===== src/rtl/wb_uart_pkg.sv =====
// Shared UART definitions for the 8N1 receiver and transmitter: state encoding,
// default bit period and frame width.
package wb_uart_pkg;

  localparam logic [23:0] DEFAULT_CLOCKS_PER_BAUD = 24'd868;
  localparam int          FRAME_BITS              = 8;

  // B0..B7 must stay consecutive: the receiver steps through them with +1.
  typedef enum logic [3:0] {
    ST_IDLE  = 4'd0,
    ST_START = 4'd1,
    ST_B0    = 4'd2,
    ST_B1    = 4'd3,
    ST_B2    = 4'd4,
    ST_B3    = 4'd5,
    ST_B4    = 4'd6,
    ST_B5    = 4'd7,
    ST_B6    = 4'd8,
    ST_B7    = 4'd9,
    ST_STOP  = 4'd10,
    ST_BREAK = 4'd11
  } uart_state_e;

endpackage


===== src/rtl/wb_uart_rx_if.sv =====
// Receiver-to-consumer bundle: recovered byte, strobes, busy and FSM state for debug.
interface wb_uart_rx_if;
  import wb_uart_pkg::*;

  // wr and frame_err are single-cycle strobes with no ready: data holds between
  // strobes and the consumer must take it before the next frame completes.
  logic                  wr;
  logic [FRAME_BITS-1:0] data;
  logic                  frame_err;
  logic                  busy;
  uart_state_e           state;

  modport master (output wr, data, frame_err, busy, state);
  modport slave  (input  wr, data, frame_err, busy, state);

endinterface


===== src/rtl/wb_uart_sync.sv =====
// Two-flop synchronizer for an asynchronous input that idles high.
module wb_uart_sync (
  input  logic i_clk,
  input  logic i_reset,
  input  logic i_async,
  output logic o_sync
);

  logic r_meta;
  logic r_sync;

  always_ff @(posedge i_clk or posedge i_reset) begin
    if (i_reset) begin
      r_meta <= 1'b1;
      r_sync <= 1'b1;
    end else begin
      r_meta <= i_async;
      r_sync <= r_meta;
    end
  end

  assign o_sync = r_sync;

endmodule


===== src/rtl/wb_uart_rx.sv =====
// 8N1 UART receiver: samples each bit at its centre and emits the byte as a
// one-cycle strobe, or a frame-error strobe when the stop bit is low.
module wb_uart_rx
  import wb_uart_pkg::*;
#(
  parameter logic [23:0] CLOCKS_PER_BAUD = DEFAULT_CLOCKS_PER_BAUD
) (
  input  logic                  i_clk,
  input  logic                  i_reset,
  input  logic                  i_uart_rx,
  output logic                  o_wr,
  output logic [FRAME_BITS-1:0] o_data,
  output logic                  o_frame_err,
  output logic                  o_busy
);

  localparam logic [23:0] HALF = CLOCKS_PER_BAUD >> 1;

  logic                  w_rx;
  logic                  w_strobe;
  uart_state_e           r_state, w_state_nx;
  logic [23:0]           r_cnt, w_cnt_nx;
  logic [FRAME_BITS-1:0] r_sr, w_sr_nx;
  logic [FRAME_BITS-1:0] r_data, w_data_nx;
  logic                  r_wr, w_wr_nx;
  logic                  r_ferr, w_ferr_nx;

  wb_uart_rx_if u_out ();

  wb_uart_sync u_sync (
    .i_clk   (i_clk),
    .i_reset (i_reset),
    .i_async (i_uart_rx),
    .o_sync  (w_rx)
  );

  assign w_strobe = (r_cnt == 24'd0);

  always_ff @(posedge i_clk or posedge i_reset) begin
    if (i_reset) begin
      r_state <= ST_IDLE;
      r_cnt   <= 24'd0;
      r_sr    <= '0;
      r_data  <= '0;
      r_wr    <= 1'b0;
      r_ferr  <= 1'b0;
    end else begin
      r_state <= w_state_nx;
      r_cnt   <= w_cnt_nx;
      r_sr    <= w_sr_nx;
      r_data  <= w_data_nx;
      r_wr    <= w_wr_nx;
      r_ferr  <= w_ferr_nx;
    end
  end

  // The counter is forced to zero whenever IDLE or BREAK is entered, so a
  // non-zero count always means a timed state is in progress.
  always_comb begin
    w_state_nx = r_state;
    w_cnt_nx   = r_cnt;
    w_sr_nx    = r_sr;
    w_data_nx  = r_data;
    w_wr_nx    = 1'b0;
    w_ferr_nx  = 1'b0;
    case (r_state)
      ST_IDLE: begin
        if (!w_rx) begin
          w_state_nx = ST_START;
          w_cnt_nx   = HALF - 24'd1;
        end
      end
      ST_BREAK: begin
        if (w_rx) w_state_nx = ST_IDLE;
      end
      default: begin
        if (!w_strobe) begin
          w_cnt_nx = r_cnt - 24'd1;
        end else begin
          w_cnt_nx = CLOCKS_PER_BAUD - 24'd1;
          case (r_state)
            ST_START: begin
              if (w_rx) begin
                w_state_nx = ST_IDLE;
                w_cnt_nx   = 24'd0;
              end else begin
                w_state_nx = ST_B0;
              end
            end
            ST_STOP: begin
              w_cnt_nx = 24'd0;
              if (w_rx) begin
                w_data_nx  = r_sr;
                w_wr_nx    = 1'b1;
                w_state_nx = ST_IDLE;
              end else begin
                w_ferr_nx  = 1'b1;
                w_state_nx = ST_BREAK;
              end
            end
            default: begin
              w_sr_nx    = {w_rx, r_sr[FRAME_BITS-1:1]};
              w_state_nx = (r_state == ST_B7) ? ST_STOP
                                              : uart_state_e'(r_state + 4'd1);
            end
          endcase
        end
      end
    endcase
  end

  assign u_out.wr        = r_wr;
  assign u_out.data      = r_data;
  assign u_out.frame_err = r_ferr;
  assign u_out.busy      = (r_state != ST_IDLE);
  assign u_out.state     = r_state;

  assign o_wr        = u_out.wr;
  assign o_data      = u_out.data;
  assign o_frame_err = u_out.frame_err;
  assign o_busy      = u_out.busy;

endmodule


===== config.mk =====
export PLATFORM = sky130hd
export DESIGN_NAME = wb_uart_rx
export DESIGN_NICKNAME = d
export VERILOG_FILES = /design/src/rtl/wb_uart_pkg.sv /design/src/rtl/wb_uart_rx_if.sv /design/src/rtl/wb_uart_sync.sv /design/src/rtl/wb_uart_rx.sv
export SDC_FILE = /design/constraint.sdc
export NUM_CORES = 1
export LEC_CHECK = 0
export ABC_AREA = 1
export CORE_MARGIN = 4
export CORE_UTILIZATION = 57
export CTS_CLUSTER_SIZE = 40
export DETAILED_ROUTE_END_ITERATION = 16
export DONT_BUFFER_PORTS = 1
export PLACE_DENSITY = 0.72
export REMOVE_ABC_BUFFERS = 1
export SETUP_SLACK_MARGIN = 0.2
export SYNTH_ARGS = -nofsm -noshare
export SYNTH_HDL_FRONTEND = slang
export SYNTH_SLANG_ARGS = --single-unit

===== constraint.sdc =====
create_clock -name i_clk -period 1.55 [get_ports i_clk]
set_input_delay 0.155 -clock i_clk [delete_from_list [all_inputs] [get_ports i_clk]]
set_output_delay 0.155 -clock i_clk [all_outputs]
set_load 0.05 [all_outputs]

==> Word-level counts from Yosys, hierarchy flattened <==
Index checks and enable logic that the tools add are counted.
{ "totals": {"regBits": 48, "latch_bits": 0, "ram_bits": 0, "mem_bits_ro": 0, "input_bits": 3, "output_inout_bits": 11, "word_cells": 50, "n_memories": 0} }
{ "op_classes": {"add_sub_neg": 2, "mul": 0, "div_mod_pow": 0, "order_cmp": 0, "n_eq_ne": 6, "shifts": 0, "mux": 21, "bitwise": 3, "n_reduce_logical": 10} }
{ "ops": {"columns": ["op", "n"], "rows": [
  ["$mux W24", 2],
  ["$pmux W24 S2", 1],
  ["$logic_not A24 Y1", 1],
  ["$sub A24 B1 Y24 const B", 1],
  ["$mux W4", 5],
  ["$pmux W10 S2", 1],
  ["$pmux W4 S2", 2],
  ["$eq A4 B4 Y1 const B", 3],
  ["$mux W10", 1],
  ["$mux W1", 8],
  ["$reduce_and A3 Y1", 2],
  ["$add A4 B1 Y4 const B", 1],
  ["$eq A4 B1 Y1 const B", 1],
  ["$logic_not A4 Y1", 1],
  ["$reduce_and A4 Y1", 1],
  ["$reduce_bool A4 Y1", 1],
  ["$reduce_or A2 Y1", 2],
  ["$not A1 Y1", 3],
  ["$reduce_bool A3 Y1", 1],
  ["$mux W2", 1],
  ["$ne A2 B1 Y1 const B", 1],
  ["$ne A2 B2 Y1 const B", 1],
  ["$reduce_and A2 Y1", 1]
]} }

==> Logic depth before layout (Yosys ltp) <==
Gate-level depths: netlist of the first run.
{ "depth": {"ltp_word": 5, "ltp_mapped": 11, "depth_no_buf": 11} }

==> Hierarchy <==
Synthesis of the first run repeated with hierarchy kept, for this count alone.
{ "hier_totals": {"cells_unflattened": 386, "area_unflattened_um2": 2912.8} }
{ "by_module_without_submodules": {"columns": ["mod", "n_inst", "cells_per_inst", "area_per_inst_um2", "seq_area_each_um2"], "rows": [
  ["wb_uart_rx", 1, 383, 2856.5, 1151.1],
  ["wb_uart_sync", 1, 3, 56.3, 52.6]
]} }

==> Worst setup path before layout of the first run <==
No wires, ideal clock.
{ "synth_path": {"path_kind": "register -> register", "startpoint": "register r_state[0]", "endpoint": "register r_cnt[8]", "setup_ps": 121, "arrival_ps": 1466, "t_required_ps": 1429, "path_slack_ps": -37, "path_stages_with_launch": 10, "n_path_buf": 1, "synth_period_minus_slack_ps": 1587, "cell_sequence": "dfrtp_1 inv_1 ha_1 nand2_4 nand2_4 inv_2 buf_2 nand2_1 nand2_1 nand2_1"} }
{ "synth_between": {"elab_chain_len": 4, "elab_cells_between_ends": 10, "cone_classes": "4 x eq/ne; 3 x mux; 1 x bitwise; 2 x reduce/logical"} }
{ "synth_rtl": {"columns": ["item", "line_no", "text"], "rows": [
  ["start, declared", "wb_uart_rx.sv:21", "uart_state_e r_state, w_state_nx;"],
  ["start signal, assigned", "wb_uart_rx.sv:48", "r_state <= w_state_nx;"],
  ["$eq A4 B4 Y1 or $eq A4 B1 Y1 (tied branches)", "wb_uart_rx.sv:81", "case (r_state)"],
  ["$pmux W10 S2", "wb_uart_rx.sv:81", null],
  ["$mux W24", "wb_uart_rx.sv:77", "if (!w_strobe) begin"],
  ["$pmux W24 S2", "wb_uart_rx.sv:66", "case (r_state)"],
  ["end signal, assigned", "wb_uart_rx.sv:49", "r_cnt <= w_cnt_nx;"],
  ["end, declared", "wb_uart_rx.sv:22", "logic [23:0] r_cnt, w_cnt_nx;"]
]} }
Parallel ways exist; a longest one is shown, timed or not.
A chain may end at the register's enable or synchronous reset.

==> Final worst setup path of the first run <==
{ "layout_path": {"startpoint": "register r_cnt[1]", "endpoint": "register r_cnt[0]"} }
{ "layout_between": {"elab_chain_len": 3} }
{ "layout_rtl": {"columns": ["item", "line_no", "text"], "rows": [
  ["$logic_not A24 Y1", "wb_uart_rx.sv:37", "assign w_strobe = (r_cnt == 24'd0);"],
  ["$mux W24", "wb_uart_rx.sv:77", null],
  ["$pmux W24 S2", "wb_uart_rx.sv:66", null]
]} }
Every way passes these cells.

==> results.py, run 1 <==
metrics = {
    "power": {
        "power.density_nw_per_um2": 550,
        "p_switching_mw": 0.521,
        "combPwrFrac_pct": 2.5,
        "intPower_mw": 1.76,
        "p_sw_share_pct": 22.9,
        "p_leak_nw": 2.15,
        "ir_drop_mv": 0.395,
        "clkPwrFrac_pct": 42.3,
        "power_frac_seq_pct": 55.2,
    },
    "yosys": {
        "synth-seq-area-share_pct": 42.6,
        "synth_warnings": 0,
        "synth_cell_type_count": 28,
        "netlist_area_um2": 2830,
        "avgSynthCellArea_um2": 7.31,
        "synthesis.instances": 387,
        "synth_seq_cells": 48,
    },
    "critical_path": {
        "critPathMaxStageDelay_ns": 0.40,
        "worstPathCellList": "inv_2 > ha_4 > inv_2 > nor2_4 > nand2_2 > nor2_4 > nand3_4 > buf_4 > nand2_1 > nand3_1 > nand2_1 > inv_1",
        "worstSetupEndpointType": "flip-flop",
        "required_ns": 1.77,
        "cp-start-kind": "flip-flop",
        "crit_arrival_ns": 1.88,
        "rr_startpoint": "r_cnt[1]$_DFFE_PP0P_",
        "crit_buf_inv": 4,
        "path_class": "reg -> reg",
        "slowest_stage": "dfrtp_1",
        "critPathMaxFanout": 5,
        "cp-startpoint": "r_cnt[1]$_DFFE_PP0P_",
        "cp_top_family": "simple AND/OR/NAND/NOR gates",
    },
    "hold_path": {
        "hold_class": "in -> async",
    },
    "global_route": {
        "grtUsageTotal_pct": 29.1,
        "top_usage_layer": "met2",
        "grt_max_degree": 35,
        "grt_pass1_vias": 3068,
        "use_met3_pct": 6.31,
        "grtUsageMet1_pct": 34.7,
        "grt_overflow_total": 0,
        "use_met2_pct": 49.4,
        "antenna_found_initial": 0,
        "grt_pass1_wl_um": 14100,
    },
    "run_status": {
        "violations": "setup timing",
        "status": "finished with violations",
    },
    "finish": {
        "fillers": 231,
        "final_cell_area_um2": 4150,
        "drive_gt1_share_pct": 41.7,
        "seqCellArea_um2": 1210,
        "multi_input_area_um2": 1840,
        "diodes": 0,
        "syn_to_final_growth_pct": 46.7,
        "fin_nets": 483,
    },
    "clock_tree": {
        "htreeDepth": 2,
        "cts_num_sinks": 48,
        "cts_tree": "done",
        "insertion_delay_ns": 0.31,
        "clockBufferDepth": 2,
        "cts_buffers": 5,
        "clkSlewWorstSetupHoldPaths_ns": 0.10,
        "root_buffer": "clkbuf_8",
    },
    "routing": {
        "drc": 0,
        "wl_per_cell_um": 18.1,
        "dr.pass1.iters": 7,
        "vias_per_cell": 5.93,
        "vias": 3213,
        "totalWireLength_um": 9800,
        "initialDrtViolationCount": 313,
        "drt.antenna.violating_nets": 0,
    },
    "sta": {
        "fin_hold_ws_ns": 0.261,
        "drv_slew": 0,
        "finalHoldViolCount": 0,
        "max_freq_mhz": 601,
        "setup_viol": 30,
        "relSlewSlack_pct": 67.8,
        "fin_skew_ns": 0.0132,
        "layout_min_cycle_time_ns": 1.66,
        "rsz0062_at_grt": "true",
        "final.period_utilization_pct": 107,
        "tightest_slew_ns": 0.482,
        "setup_slack_ns": -0.114,
    },
    "floorplan": {
        "core-area_um2": 4750,
        "start_util_pct": 59.5,
        "rows": 25,
        "ioPinCount": 14,
        "die-height_um": 78.4,
        "dieWidth_um": 78.4,
        "dieArea_um2": 6150,
    },
    "placed_design": {
        "place_area_um2": 3380,
        "place_ws_ns": -0.106,
        "port_buffers": 0,
        "gp_congestion": 0.917,
        "dpl.hpwl_um": 5170,
    },
    "run": {
        "maxCapViolations": 0,
    },
}
## synthesized netlist by cell type
master	n	share of area [%]
nand2_4	3	1.2
nand3_1	35	6.2
o21ai_0	4	0.71
nor3_1	4	0.71
nor4_1	1	0.22
clkinv_4	1	0.31
nand2_1	132	18
nand4_1	18	4.0
buf_4	1	0.27
nand3_4	2	1.2
nor2_4	3	1.2
inv_1	37	4.9
o21ai_1	2	0.35
buf_6	2	0.80
a21oi_1	5	0.88
nor2_2	3	0.66
nand3_2	4	1.4
nor2_1	57	7.6
inv_2	3	0.40
xnor2_1	1	0.31
dfrtp_1	46	41
o21bai_1	1	0.27
xor2_1	7	2.2
ha_1	6	2.7
buf_2	2	0.35
o211ai_1	1	0.27
dfstp_2	2	1.9
nand2_2	4	0.88
## registers in the layout, indices dropped and copies added, names as in the netlist
register and count:
u_sync.r_meta 1, o_wr 1, o_frame_err 1, r_sr 8
r_state 4, o_data 8, u_sync.o_sync 1, r_cnt 24
## layer usage
metal	vias to the layer above	wire, µm	share of wire (%)
met5	-	0	0
met4	0	507	5.2
met3	62	722	7.4
met2	201	4680	48
met1	1540	3890	40
li1	1410	-	-
## worst reg2reg max path: stages (launching register included)
cell     delay, ns
dfrtp_1       0.40
inv_2         0.09
ha_4          0.14
inv_2         0.04
nor2_4        0.07
nand2_2       0.07
nor2_4        0.15
nand3_4       0.15
buf_4         0.18
nand2_1       0.06
nand3_1       0.10
nand2_1       0.09
inv_1         0.04
## cells by family (layout without fill, tap and decap cells)
family,count (synthesis),count (layout),synth area share [%]
AND/OR/NAND/NOR,266,266,42.8
flip-flops,48,48,42.6
buffers and inverters,46,134,7.04
AO/OA/AOI/OAI,13,13,2.48
XOR/XNOR,8,8,2.48
adder cells (fa/ha/maj),6,6,2.65
## power by group through the flow
stage,logic [mW],clock network [mW],registers (mW)
2_1_floorplan,0.0266,0,1.28
3_3_place_gp,0.0450,0,1.28
3_5_place_dp,0.0470,0,1.28
4_1_cts,0.0542,0.961,1.26
5_1_grt,0.0639,1.01,1.26
6_report,0.0581,0.964,1.26
## path summary, 6_finish.rpt
path | slack [ns] | cells past startpoint | end
worst max register to register | -0.11 | 12 | r_cnt[0]$_DFFE_PP0P_
worst min register to register | 0.37 | 0 | u_sync.o_sync$_DFF_PP1_
max in group asynchronous | 0.73 | 3 | u_sync.o_sync$_DFF_PP1_
worst max-delay path | -0.11 | 12 | r_cnt[0]$_DFFE_PP0P_
min in group i_clk | 0.37 | 0 | u_sync.o_sync$_DFF_PP1_
worst min-delay path | 0.26 | 2 | r_cnt[16]$_DFFE_PP0P_
## through the flow
stage / cells / total power, mW / setup TNS, ns / utilization (%)
after floorplan: 382 / 1.31 / -1.26 / -
after global placement: 514 / 1.33 / -0.286 / 71.2
after detailed placement: 514 / 1.33 / -1.02 / 71.2
after CTS: 533 / 2.27 / 0 / 81.0
after global routing: 542 / 2.34 / -4.53 / 87.2
final: 542 / 2.28 / -1.20 / 87.2
## layout by cell type (no fill, tap or decap)
master         count
nor3_2             1
nor4_2             1
bufinv_16          1
buf_12             3
dfrtp_1           40
o21ai_1            3
nor2_2            11
inv_2              7
nand3_2           13
clkbuf_8           5
a21oi_1            5
inv_4              4
nand4_1           18
nand2_1          109
nor2_1            33
o21ai_2            1
clkinvlp_4         1
dlygate4sd3_1      2
nand2_4           11
nand2_2           19
nand3_4            5
nor2_4            19
dfrtp_2            6
inv_1             29
nand3_1           23
dfstp_2            2
inv_6              1
ha_4               6
o21ai_0            2
xor2_1             7
buf_4             67
xnor2_1            1
o211ai_1           1
nor3_1             3
buf_6             12
o21bai_1           1
buf_8              1
clkinv_4           1
## timing repair
action | 4_1_cts | 5_1_grt
setup buffers | 9 | 9
hold buffers | 2 | 0
endpoints found under the hold margin | 15 | 0
setup endpoints to repair | 47 | 47
gates resized for setup | 74 | 63
pin swaps | 28 | 40
## final cells by class
class / count / area share, %
multi-input cells: 293 / 44.3
flip-flops and latches: 48 / 29.2
repair buffers: 85 / 17.7
inverters: 41 / 4.07
well taps: 67 / 2.02
clock buffers: 5 / 1.66
clock inverters: 3 / 1.12
Note: power is estimated with default switching activity, not from simulation.
==> run 2: changes to the inputs <==
--- a/config.mk
+++ b/config.mk
@@ -8,6 +8,7 @@
 export ABC_AREA = 1
 export CORE_MARGIN = 4
 export CORE_UTILIZATION = 57
+export CTS_BUF_LIST = sky130_fd_sc_hd__clkbuf_16
 export CTS_CLUSTER_SIZE = 40
 export DETAILED_ROUTE_END_ITERATION = 16
 export DONT_BUFFER_PORTS = 1
==> run 2 against run 1 <==
Net effect: the run still ends with setup timing left; core utilization grew 2.8 points; design area grew 3.2%; sequential power is essentially flat; first-iteration DRC count grew 73%; sequential share of layout area shrank 0.94 points; critical path type unchanged.
==> results.py, run 2 (synthesized netlist as in run 1, its figures left out) <==
metrics = {
    "run_status": {
        "status": "finished with violations",
        "violations": "setup timing",
    },
    "global_route": {
        "antenna_found_initial": 0,
        "grt_overflow_total": 0,
        "grt_pass1_vias": 3148,
        "grt_max_degree": 35,
        "grt_pass1_wl_um": 15200,
        "grtUsageTotal_pct": 32.1,
    },
    "clock_tree": {
        "root_buffer": "clkbuf_16",
        "clockBufferDepth": 2,
        "clkSlewWorstSetupHoldPaths_ns": 0.08,
        "insertion_delay_ns": 0.30,
        "cts_tree": "done",
        "cts_num_sinks": 48,
        "htreeDepth": 2,
        "cts_buffers": 5,
    },
    "placed_design": {
        "dp_cells": 514,
        "port_buffers": 0,
        "gp_congestion": 0.917,
        "place_area_um2": 3380,
        "dpl.hpwl_um": 5170,
    },
    "routing": {
        "vias_per_cell": 6.21,
        "drt.antenna.violating_nets": 0,
        "drc": 0,
        "totalWireLength_um": 11600,
        "initialDrtViolationCount": 542,
        "dr.pass1.iters": 7,
        "vias": 3410,
        "wl_per_cell_um": 21.1,
    },
    "sta": {
        "rsz0062_at_grt": "true",
        "max_freq_mhz": 579,
        "setup_viol": 41,
        "finalHoldViolCount": 0,
        "relSlewSlack_pct": 66.7,
        "fin_skew_ns": 0.0120,
        "layout_min_cycle_time_ns": 1.73,
        "tightest_slew_ns": 0.499,
        "setup_slack_ns": -0.176,
        "final.period_utilization_pct": 111,
        "drv_slew": 0,
    },
    "finish": {
        "finalNonFillerCells": 549,
        "largest_reg_flops": 24,
        "regMostFlops": "r_cnt",
        "drive_gt1_share_pct": 44.2,
        "final_cell_mix": "102 x nand2_1, 72 x buf_4, 41 x dfrtp_1, 33 x nor2_1, 27 x inv_1",
        "diodes": 0,
        "syn_to_final_growth_pct": 51.4,
        "final_cell_area_um2": 4280,
        "final_common_cell": "nand2_1",
        "fin_nets": 490,
    },
    "critical_path": {
        "critPathMaxFanout": 3,
        "worstSetupEndpointType": "flip-flop",
        "required_ns": 1.77,
        "crit_arrival_ns": 1.95,
        "cp-start-kind": "flip-flop",
        "path_class": "reg -> reg",
    },
    "power": {
        "power.density_nw_per_um2": 611,
        "ir_drop_mv": 0.469,
        "total_power_mw": 2.62,
        "p_leak_nw": 2.22,
    },
    "floorplan": {
        "core-area_um2": 4750,
        "dieWidth_um": 78.4,
        "ioPinCount": 14,
        "rows": 25,
        "start_util_pct": 59.5,
        "dieArea_um2": 6150,
        "die-height_um": 78.4,
    },
    "run": {
        "maxCapViolations": 0,
    },
    "hold_path": {
        "hold_class": "in -> async",
    },
}
run 2: cell count changes in the layout (fill, tap and decap cells not counted), moves of 3 or more:
cell and change:
nand2_1 -7, nand2_2 +6, buf_4 +5, clkbuf_16 +5, clkbuf_8 -5, inv_2 +3
run 2: routing by layer:
layer	GRT usage, %	part of all wire [%]	vias to the layer above
met5	0	0	-
li1	-	-	1422
met4	18.2	7.6	0
met3	6.54	11	111
met1	37.7	35	1558
met2	54.5	47	319
run 2: metrics by stage:
step	TNS (ns)	worst slack (ns)	hold WS (ns)	util (%)
5_1_grt	-5.01	-0.196	0.321	90.1
2_1_floorplan	-1.26	-0.0691	0.159	-
6_report	-4.01	-0.176	0.291	90.1
4_1_cts	0	0.0360	0.289	85.0
3_5_place_dp	-1.02	-0.106	0.0240	71.2
3_3_place_gp	-0.286	-0.0602	0.0166	71.2
run 2: path summary, 6_finish.rpt:
| path | slack [ns] | depth (start not counted) | start | to |
|---|---|---|---|---|
| hold reg to reg | 0.36 | 0 | u_sync.r_meta$_DFF_PP1_ | u_sync.o_sync$_DFF_PP1_ |
| setup reg to reg | -0.18 | 8 | r_cnt[10]$_DFFE_PP0P_ | r_cnt[15]$_DFFE_PP0P_ |
| max in group asynchronous | 0.67 | 3 | i_reset | u_sync.o_sync$_DFF_PP1_ |
| setup / recovery | -0.18 | 8 | r_cnt[10]$_DFFE_PP0P_ | r_cnt[15]$_DFFE_PP0P_ |
| hold / removal | 0.29 | 2 | i_reset | r_cnt[10]$_DFFE_PP0P_ |
| min in group i_clk | 0.36 | 0 | u_sync.r_meta$_DFF_PP1_ | u_sync.o_sync$_DFF_PP1_ |
run 2: critical path: stages, from the launching register on:
cell	delay [ns]
dfrtp_1	0.46
buf_4	0.18
nor2_1	0.18
nand2_1	0.13
nor2_1	0.28
nand2_2	0.09
o21ai_1	0.18
nand2_1	0.07
nor2_1	0.08
run 2: power by group:
group	switching, mW	internal, mW
combinational	0.0449	0.0154
sequential	0.00199	1.26
clock	0.530	0.768
run 2: what timing repair did:
item	in CTS	in global routing
setup endpoints to repair	47	47
pin swaps	42	31
hold buffers	2	0
setup buffers	15	10
endpoints found under the hold margin	15	0
resized for setup	99	45
run 2: area by class of cell:
cell class              instances  area (µm²)
multi-input cells             293        1850
repair buffers                 92         802
clock inverters                 3        46.3
clock buffers                   5         125
fillers                       207         473
well taps                      67        83.8
inverters                      41         166
flip-flops and latches         48        1210
